$ cat src/rtl/load_store_unit.sv
// load_store_unit: RV32I data-memory initiator with byte enables, lane alignment and load extension.
// Define MISALIGN_SPLIT_EN to split misaligned half/word accesses into two word beats.
module load_store_unit #(
  parameter int TIMEOUT_CYCLES = 256
) (
  input  logic        clk,
  input  logic        rst_n,
  input  logic        req_valid_i,
  output logic        req_ready_o,
  input  logic        req_we_i,
  input  logic [1:0]  req_size_i,
  input  logic        req_sign_i,
  input  logic [31:0] req_addr_i,
  input  logic [31:0] req_wdata_i,
  output logic        rsp_valid_o,
  output logic [31:0] rsp_rdata_o,
  output logic        rsp_err_o,
  output logic        mem_req_o,
  input  logic        mem_gnt_i,
  output logic        mem_we_o,
  output logic [3:0]  mem_be_o,
  output logic [31:0] mem_addr_o,
  output logic [31:0] mem_wdata_o,
  input  logic        mem_rvalid_i,
  input  logic [31:0] mem_rdata_i
);
  localparam int CW = (TIMEOUT_CYCLES > 0) ? $clog2(TIMEOUT_CYCLES + 1) : 1;
  localparam logic [CW-1:0] TMAX = CW'(TIMEOUT_CYCLES);
`ifdef MISALIGN_SPLIT_EN
  localparam int MW = 8;
`else
  localparam int MW = 4;
`endif
  typedef enum logic [2:0] {IDLE, REQ1, WAIT1, REQ2, WAIT2, RESP} state_t;
  state_t state_q, state_d;
  logic [29:0] aw_q, aw_d;
  logic [1:0] off_q, off_d, size_q, size_d;
  logic [MW-1:0] mask_q, mask_d;
  logic we_q, we_d, sign_q, sign_d, err_q, err_d;
  logic [31:0] wd_q, wd_d, data_q, data_d, ext_d;
  logic [CW-1:0] cnt_q, cnt_d;
  logic [7:0] mask_c;
  logic [5:0] sh_c, sh_q;
  logic [3:0] be2_d;
  logic tmo, err_c, split_q, beat_d;
  logic req_ready_q, rsp_valid_q, rsp_err_q, mem_req_q, mem_we_q;
  logic [31:0] rsp_rdata_q, mem_addr_q, mem_wdata_q;
  logic [3:0] mem_be_q;
  assign sh_c = {1'b0, req_addr_i[1:0], 3'b000};
  assign sh_q = {1'b0, off_q, 3'b000};
  assign mask_c = {4'h0, req_size_i == 2'b00 ? 4'h1 : req_size_i == 2'b01 ? 4'h3 : 4'hF} << req_addr_i[1:0];
  assign tmo = (TIMEOUT_CYCLES != 0) && (cnt_q == TMAX);
`ifdef MISALIGN_SPLIT_EN
  assign err_c = &req_size_i;
  assign split_q = |mask_q[7:4];
  assign be2_d = mask_d[7:4];
`else
  // Without splitting, any access whose mask spills past the word is rejected.
  assign err_c = (&req_size_i) | (|mask_c[7:4]);
  assign split_q = 1'b0;
  assign be2_d = 4'h0;
`endif
  always_comb begin
    state_d = state_q;
    aw_d = aw_q;
    off_d = off_q;
    size_d = size_q;
    mask_d = mask_q;
    we_d = we_q;
    sign_d = sign_q;
    wd_d = wd_q;
    data_d = data_q;
    err_d = err_q;
    case (state_q)
      IDLE: if (req_valid_i) begin
        aw_d = req_addr_i[31:2];
        off_d = req_addr_i[1:0];
        size_d = req_size_i;
        mask_d = mask_c[MW-1:0];
        we_d = req_we_i;
        sign_d = req_sign_i;
        wd_d = (req_wdata_i << sh_c) | (req_wdata_i >> (6'd32 - sh_c));
        data_d = '0;
        err_d = err_c;
        state_d = err_c ? RESP : REQ1;
      end
      REQ1: begin
        state_d = tmo ? RESP : mem_gnt_i ? WAIT1 : REQ1;
        err_d = tmo;
      end
      WAIT1: begin
        state_d = tmo ? RESP : !mem_rvalid_i ? WAIT1 : split_q ? REQ2 : RESP;
        data_d = mem_rvalid_i ? mem_rdata_i >> sh_q : data_q;
        err_d = tmo;
      end
`ifdef MISALIGN_SPLIT_EN
      REQ2: begin
        state_d = tmo ? RESP : mem_gnt_i ? WAIT2 : REQ2;
        err_d = tmo;
      end
      WAIT2: begin
        state_d = tmo ? RESP : mem_rvalid_i ? RESP : WAIT2;
        data_d = mem_rvalid_i ? data_q | (mem_rdata_i << (6'd32 - sh_q)) : data_q;
        err_d = tmo;
      end
`endif
      default: state_d = IDLE;
    endcase
    cnt_d = (state_q == IDLE || state_q == RESP || (state_q == WAIT1 && state_d == REQ2)) ? '0 : cnt_q + CW'(1);
    ext_d = size_d == 2'b00 ? {{24{sign_d & data_d[7]}}, data_d[7:0]} :
            size_d == 2'b01 ? {{16{sign_d & data_d[15]}}, data_d[15:0]} : data_d;
    beat_d = state_d == REQ1 || state_d == REQ2;
  end
  always_ff @(posedge clk or negedge rst_n) begin
    if (!rst_n) begin
      state_q <= IDLE;
      aw_q <= '0;
      off_q <= '0;
      size_q <= '0;
      mask_q <= '0;
      we_q <= 1'b0;
      sign_q <= 1'b0;
      wd_q <= '0;
      data_q <= '0;
      err_q <= 1'b0;
      cnt_q <= '0;
      req_ready_q <= 1'b1;
      rsp_valid_q <= 1'b0;
      rsp_err_q <= 1'b0;
      rsp_rdata_q <= '0;
      mem_req_q <= 1'b0;
      mem_we_q <= 1'b0;
      mem_be_q <= '0;
      mem_addr_q <= '0;
      mem_wdata_q <= '0;
    end else begin
      state_q <= state_d;
      aw_q <= aw_d;
      off_q <= off_d;
      size_q <= size_d;
      mask_q <= mask_d;
      we_q <= we_d;
      sign_q <= sign_d;
      wd_q <= wd_d;
      data_q <= data_d;
      err_q <= err_d;
      cnt_q <= cnt_d;
      req_ready_q <= state_d == IDLE;
      rsp_valid_q <= state_d == RESP;
      rsp_err_q <= state_d == RESP && err_d;
      rsp_rdata_q <= (state_d == RESP && !err_d && !we_d) ? ext_d : '0;
      mem_req_q <= beat_d;
      mem_we_q <= beat_d && we_d;
      mem_be_q <= state_d == REQ1 ? mask_d[3:0] : state_d == REQ2 ? be2_d : 4'h0;
      mem_addr_q <= {aw_d + 30'(state_d == REQ2), 2'b00};
      mem_wdata_q <= wd_d;
    end
  end
  assign req_ready_o = req_ready_q;
  assign rsp_valid_o = rsp_valid_q;
  assign rsp_rdata_o = rsp_rdata_q;
  assign rsp_err_o = rsp_err_q;
  assign mem_req_o = mem_req_q;
  assign mem_we_o = mem_we_q;
  assign mem_be_o = mem_be_q;
  assign mem_addr_o = mem_addr_q;
  assign mem_wdata_o = mem_wdata_q;
endmodule

$ cat config.mk
export PLATFORM = sky130hd
export DESIGN_NAME = load_store_unit
export DESIGN_NICKNAME = d
export VERILOG_FILES = /design/src/rtl/load_store_unit.sv
export SDC_FILE = /design/constraint.sdc
export NUM_CORES = 1
export LEC_CHECK = 0
export BUFFER_PORTS_ARGS = -buffer_cell sky130_fd_sc_hd__clkbuf_2
export CAP_MARGIN = 20
export CORE_AREA = 5 5 141 143
export DETAILED_ROUTE_END_ITERATION = 10
export DIE_AREA = 0 0 146 148
export HOLD_SLACK_MARGIN = 0.08
export PLACE_DENSITY = 0.75
export SYNTH_ARGS = -nofsm -noshare
export SYNTH_HDL_FRONTEND = slang
export SYNTH_SLANG_ARGS = --single-unit
$ cat constraint.sdc
create_clock -name clk -period 3.1 [get_ports clk]
set_input_delay 0.465 -clock clk [delete_from_list [all_inputs] [get_ports clk]]
set_output_delay 0.465 -clock clk [all_outputs]
set_load 0.005 [all_outputs]
==> summary.md <==
| Metric | Value |
|---|---|
| Run status | `completed` |
| Total track usage | `22.8%` |
| Antenna diode count | `0` |
| Fraction of final layout cells sized beyond drive strength 1 | `26.9%` |
| Standard-cell row count | `50` |
| Post-synthesis xor/xnor area fraction | `between 3 and 4%` |
| Static leakage power | `approximately 5.5 nW` |
| Number of hold buffers added after cts | `1` |
| Mapped cell area | `0.00911 mm²` |
| Type of the worst setup path | `flip-flop to flip-flop` |
| Fill cell instance count of the final layout | `about 1600` |
| Starting Density | `between 40% and 50%` |
| Most crowded layer after global routing | `met2` |
| Leftover overflow at the end of global routing | `0` |
| Total count of hold-check failures in the final report | `0` |
| Post-synth EDFFs | `0` |
| Peak clock frequency supported by timing | `~0.34 GHz` |
| Overall die width | `146 µm` |
| Endpoint of the worst-slack reg-to-reg timing path | `rsp_rdata_o[27]$_DFF_PN0_` |
| Total vias in the final route | `7671` |
| DRT Wirelength | `24600 µm` |
| Buffer depth of the longest clock path | `2` |
| Sequential cell area fraction in the yosys report | `about half` |
| Hold_ws | `0.258 ns` |
| Number of warnings issued by yosys | `0` |
| Final design area excluding fillers | `0.0110 mm²` |
| Startpoint of the tightest hold check path | `req_addr_i[2]` |
| Most repeated cell in the gate-level netlist after synthesis | `sky130_fd_sc_hd__dfrtp_1` |
| Post-DRT Antenna Nets | `0` |
| Worst R2R Setup Slack | `0.18 ns` |
| Critical path fanouts, max | `66` |
| Pin count of the biggest net entering global routing | `75` |
| DRC | `0` |
| Core box area | `0.0185 mm²` |
| Proportion of synthesized flip-flops having asynchronous set or reset | `100%` |
| Share of the synthesized area in the top cell type | `51.4%` |
| Clock buffers created by TritonCTS | `17` |
| M1 GR Usage | `30.3%` |
| Number of global-route vias before repair | `7638` |
| Met3 Resource Use GR | `between 4 and 5%` |
| Global-route track usage on met2 | `37.2%` |
| Post-synthesis instance total | `915` |
| Top area cells in the synthesized netlist | `sky130_fd_sc_hd__dfrtp_1 (51%), sky130_fd_sc_hd__nand2_1 (6.9%), sky130_fd_sc_hd__mux2i_1 (3.3%)` |
| Count of final setup violators | `0` |
| Gpl congestion | `0.848` |
| First-pass GRT wire length | `roughly 40000 µm` |
| Post-CTS setup-driven buffer insertion count | `0` |
| Headroom to the max-slew limit | `29.1%` |
| Endpoint arrival time on the critical path | `3.18 ns` |
| Worst Setup Start Kind | `flip-flop` |
| Via-per-instance ratio | `5.66` |
| Final period demand of the worst path | `2.92 ns` |
| Launch point of the worst reg-to-reg path | `state_q[0]$_DFF_PN0_` |
| Final period utilization | `a little over nine tenths` |
| Largest area contributor in the netlist | `sky130_fd_sc_hd__dfrtp_1` |
| Number of maximum-capacitance violations | `0` |
| Average footprint of a synthesized cell | `9.95 µm²` |
| Pwr dens | `~870 mW/mm²` |
| Clock tree skew after final layout | `0.0116 ns` |
| Compound-gate portion of the synthesized area | `between 15 and 20%` |
| Die extent in y | `about 150 µm` |
| DRT Pass-1 Iters | `7` |
| Wire length per cell after detailed routing | `~18 µm` |
| Sum of negative setup slack | `0 ns` |
| Worst vdd rail ir drop | `around 0.40 mV` |
| Multiplexer share of the synthesized area | `5.28%` |
| Most frequently used flop master after synthesis | `sky130_fd_sc_hd__dfrtp_1` |
| Data required, critical path | `3.37 ns` |
| Min-delay worst type | `primary input to flip-flop` |
| Clock tree from TritonCTS | `built` |
| Number of synthesized register bits | `about 190` |
| Final core occ | `59.6%` |
| Unrepaired setup endpoints after global routing | `false` |
| Input/output buffers | `approximately 210` |
| Number of max-slew violations in the final report | `0` |
| Synthesized-area fraction occupied by adder cells | `0.687%` |
| Clock Sinks | `188` |
| Net total in the final layout | `1218` |
| DRC marker count from the first detailed-route iteration | `534` |
| Antenna violations before repair | `0` |
| Start point of the critical path | `state_q[0]$_DFF_PN0_` |
| Clk_lat worst skew | `about 0.44 ns` |
| Max H-tree Level | `4` |
| Kind of end point of the critical path | `flip-flop` |
| Post-synthesis cell type count | `72` |
| Area of the die | `0.0216 mm²` |
| R2r worst-path depth | `7` |
| Most frequent cells after synthesis | `sky130_fd_sc_hd__dfrtp_1 (187), sky130_fd_sc_hd__nand2_1 (168), sky130_fd_sc_hd__nor2_1 (57)` |
| Dominant combinational cell family by area after synthesis | `simple AND/OR/NAND/NOR gates` |
| I/O pin count | `between 200 and 250` |
| Clock-pin slew on the worst setup and hold paths | `0.08 ns` |
| Placed Instance Area | `about 0.010 mm²` |
| Capture point of the critical path | `rsp_rdata_o[27]$_DFF_PN0_` |
| Estimated wirelength of the detail-placed design | `approximately 17000 µm` |
| Post-synthesis simple-gate area fraction | `about 18%` |
| Worst slew pin tran | `about 1.1 ns` |
| Post-cts sizing count | `0` |
| Clock root buffer master | `sky130_fd_sc_hd__clkbuf_16` |
| Area overhead of the layout relative to synthesis | `20.7%` |
==> critical path, stage by stage, from the launching register on <==
cell                        delay (ns)
sky130_fd_sc_hd__dfrtp_1          0.50
sky130_fd_sc_hd__or4b_4           0.63
sky130_fd_sc_hd__buf_4            0.33
sky130_fd_sc_hd__a211oi_1         0.44
sky130_fd_sc_hd__a2111oi_2        0.10
sky130_fd_sc_hd__buf_4            0.19
sky130_fd_sc_hd__o21ai_2          0.40
sky130_fd_sc_hd__nor3_1           0.16
==> layer usage <==
metal	vias to the layer above	share of wire (%)	routed length, µm
met5	-	0	0
met4	0	2.5	616
met3	42	6.2	1510
met2	285	48	11900
met1	3710	43	10500
li1	3634	-	-
==> worst min path at each step <==
| stage | cells past startpoint | end | slack, ns |
|---|---|---|---|
| global route | 3 | aw_q[29]$_DFF_PN0_ | 0.27 |
| floorplan | 0 | aw_q[0]$_DFF_PN0_ | 0.17 |
| global placement | 1 | rsp_rdata_o[5]$_DFF_PN0_ | 0.40 |
| finish | 3 | aw_q[0]$_DFF_PN0_ | 0.26 |
| detailed placement | 1 | rsp_rdata_o[5]$_DFF_PN0_ | 0.40 |
| CTS | 3 | aw_q[0]$_DFF_PN0_ | 0.24 |
==> kinds of logic after synthesis <==
group | after synthesis
mux | 45
fa+ha+maj | 5
buf+inv | 89
xor+xnor | 33
other cells | 1
simple gates | 345
compound gates | 209
flops | 188
==> registers in the layout, indices dropped and copies added (netlist names) <==
signal / cells
mem_wdata_o: 32
data_q: 32
state_q: 3
mem_addr_o: 30
req_ready_o: 1
sign_q: 1
size_q: 2
off_q: 2
rsp_rdata_o: 32
rsp_err_o: 1
mem_req_o: 1
aw_q: 30
mem_we_o: 1
rsp_valid_o: 1
cnt_q: 9
mask_q: 4
we_q: 1
err_q: 1
mem_be_o: 4
==> where the power goes <==
group	switching, mW	internal [mW]	total, mW	leakage (nW)
logic	2.07	1.34	3.41	2.78
clock network	1.06	1.24	2.30	0.307
registers	0.476	3.35	3.83	2.43
total	3.60	5.93	9.53	5.51
==> layout by cell type, fill, tap and decap left out, types with 4 or more instances in the layout <==
cell,instances
sky130_fd_sc_hd__a21o_1,6
sky130_fd_sc_hd__mux2i_1,30
sky130_fd_sc_hd__nor2_1,56
sky130_fd_sc_hd__xor2_1,21
sky130_fd_sc_hd__a22o_1,24
sky130_fd_sc_hd__nor2b_1,5
sky130_fd_sc_hd__a222oi_1,6
sky130_fd_sc_hd__a31oi_1,6
sky130_fd_sc_hd__buf_4,20
sky130_fd_sc_hd__ha_1,5
sky130_fd_sc_hd__inv_1,30
sky130_fd_sc_hd__a211oi_1,12
sky130_fd_sc_hd__nand2_1,168
sky130_fd_sc_hd__nand4_1,7
sky130_fd_sc_hd__dfrtp_1,187
sky130_fd_sc_hd__a21oi_1,45
sky130_fd_sc_hd__xnor2_1,12
sky130_fd_sc_hd__clkbuf_16,17
sky130_fd_sc_hd__mux2_2,14
sky130_fd_sc_hd__a221o_1,7
sky130_fd_sc_hd__inv_6,4
sky130_fd_sc_hd__nor3_1,24
sky130_fd_sc_hd__or3_1,4
sky130_fd_sc_hd__a2111oi_0,8
sky130_fd_sc_hd__a221oi_1,12
sky130_fd_sc_hd__and2_1,10
sky130_fd_sc_hd__a22oi_1,10
sky130_fd_sc_hd__nand3_1,26
sky130_fd_sc_hd__a311oi_1,7
sky130_fd_sc_hd__clkbuf_2,206
sky130_fd_sc_hd__nand2b_1,7
sky130_fd_sc_hd__and3_1,13
sky130_fd_sc_hd__o21ai_0,43
==> final cells by class <==
| cell class | instances | area (µm²) | area share [%] |
|---|---|---|---|
| clock buffers | 17 | 425 | 3.87 |
| inverters | 32 | 120 | 1.09 |
| repair buffers | 229 | 1220 | 11.1 |
| multi-input cells | 640 | 4020 | 36.6 |
| clock inverters | 15 | 200 | 1.82 |
| flip-flops and latches | 188 | 4710 | 42.8 |
| well taps | 234 | 293 | 2.66 |
==> through the flow <==
stage | instances | power, mW | setup WS [ns]
6_report | 1355 | 9.53 | 0.182
5_1_grt | 1355 | 10.2 | 0.0317
2_1_floorplan | 917 | 6.01 | 0.499
4_1_cts | 1355 | 9.61 | 0.179
3_5_place_dp | 1322 | 7.27 | 0.202
3_3_place_gp | 1322 | 7.18 | 0.313
(Power assumes the default switching activity.)
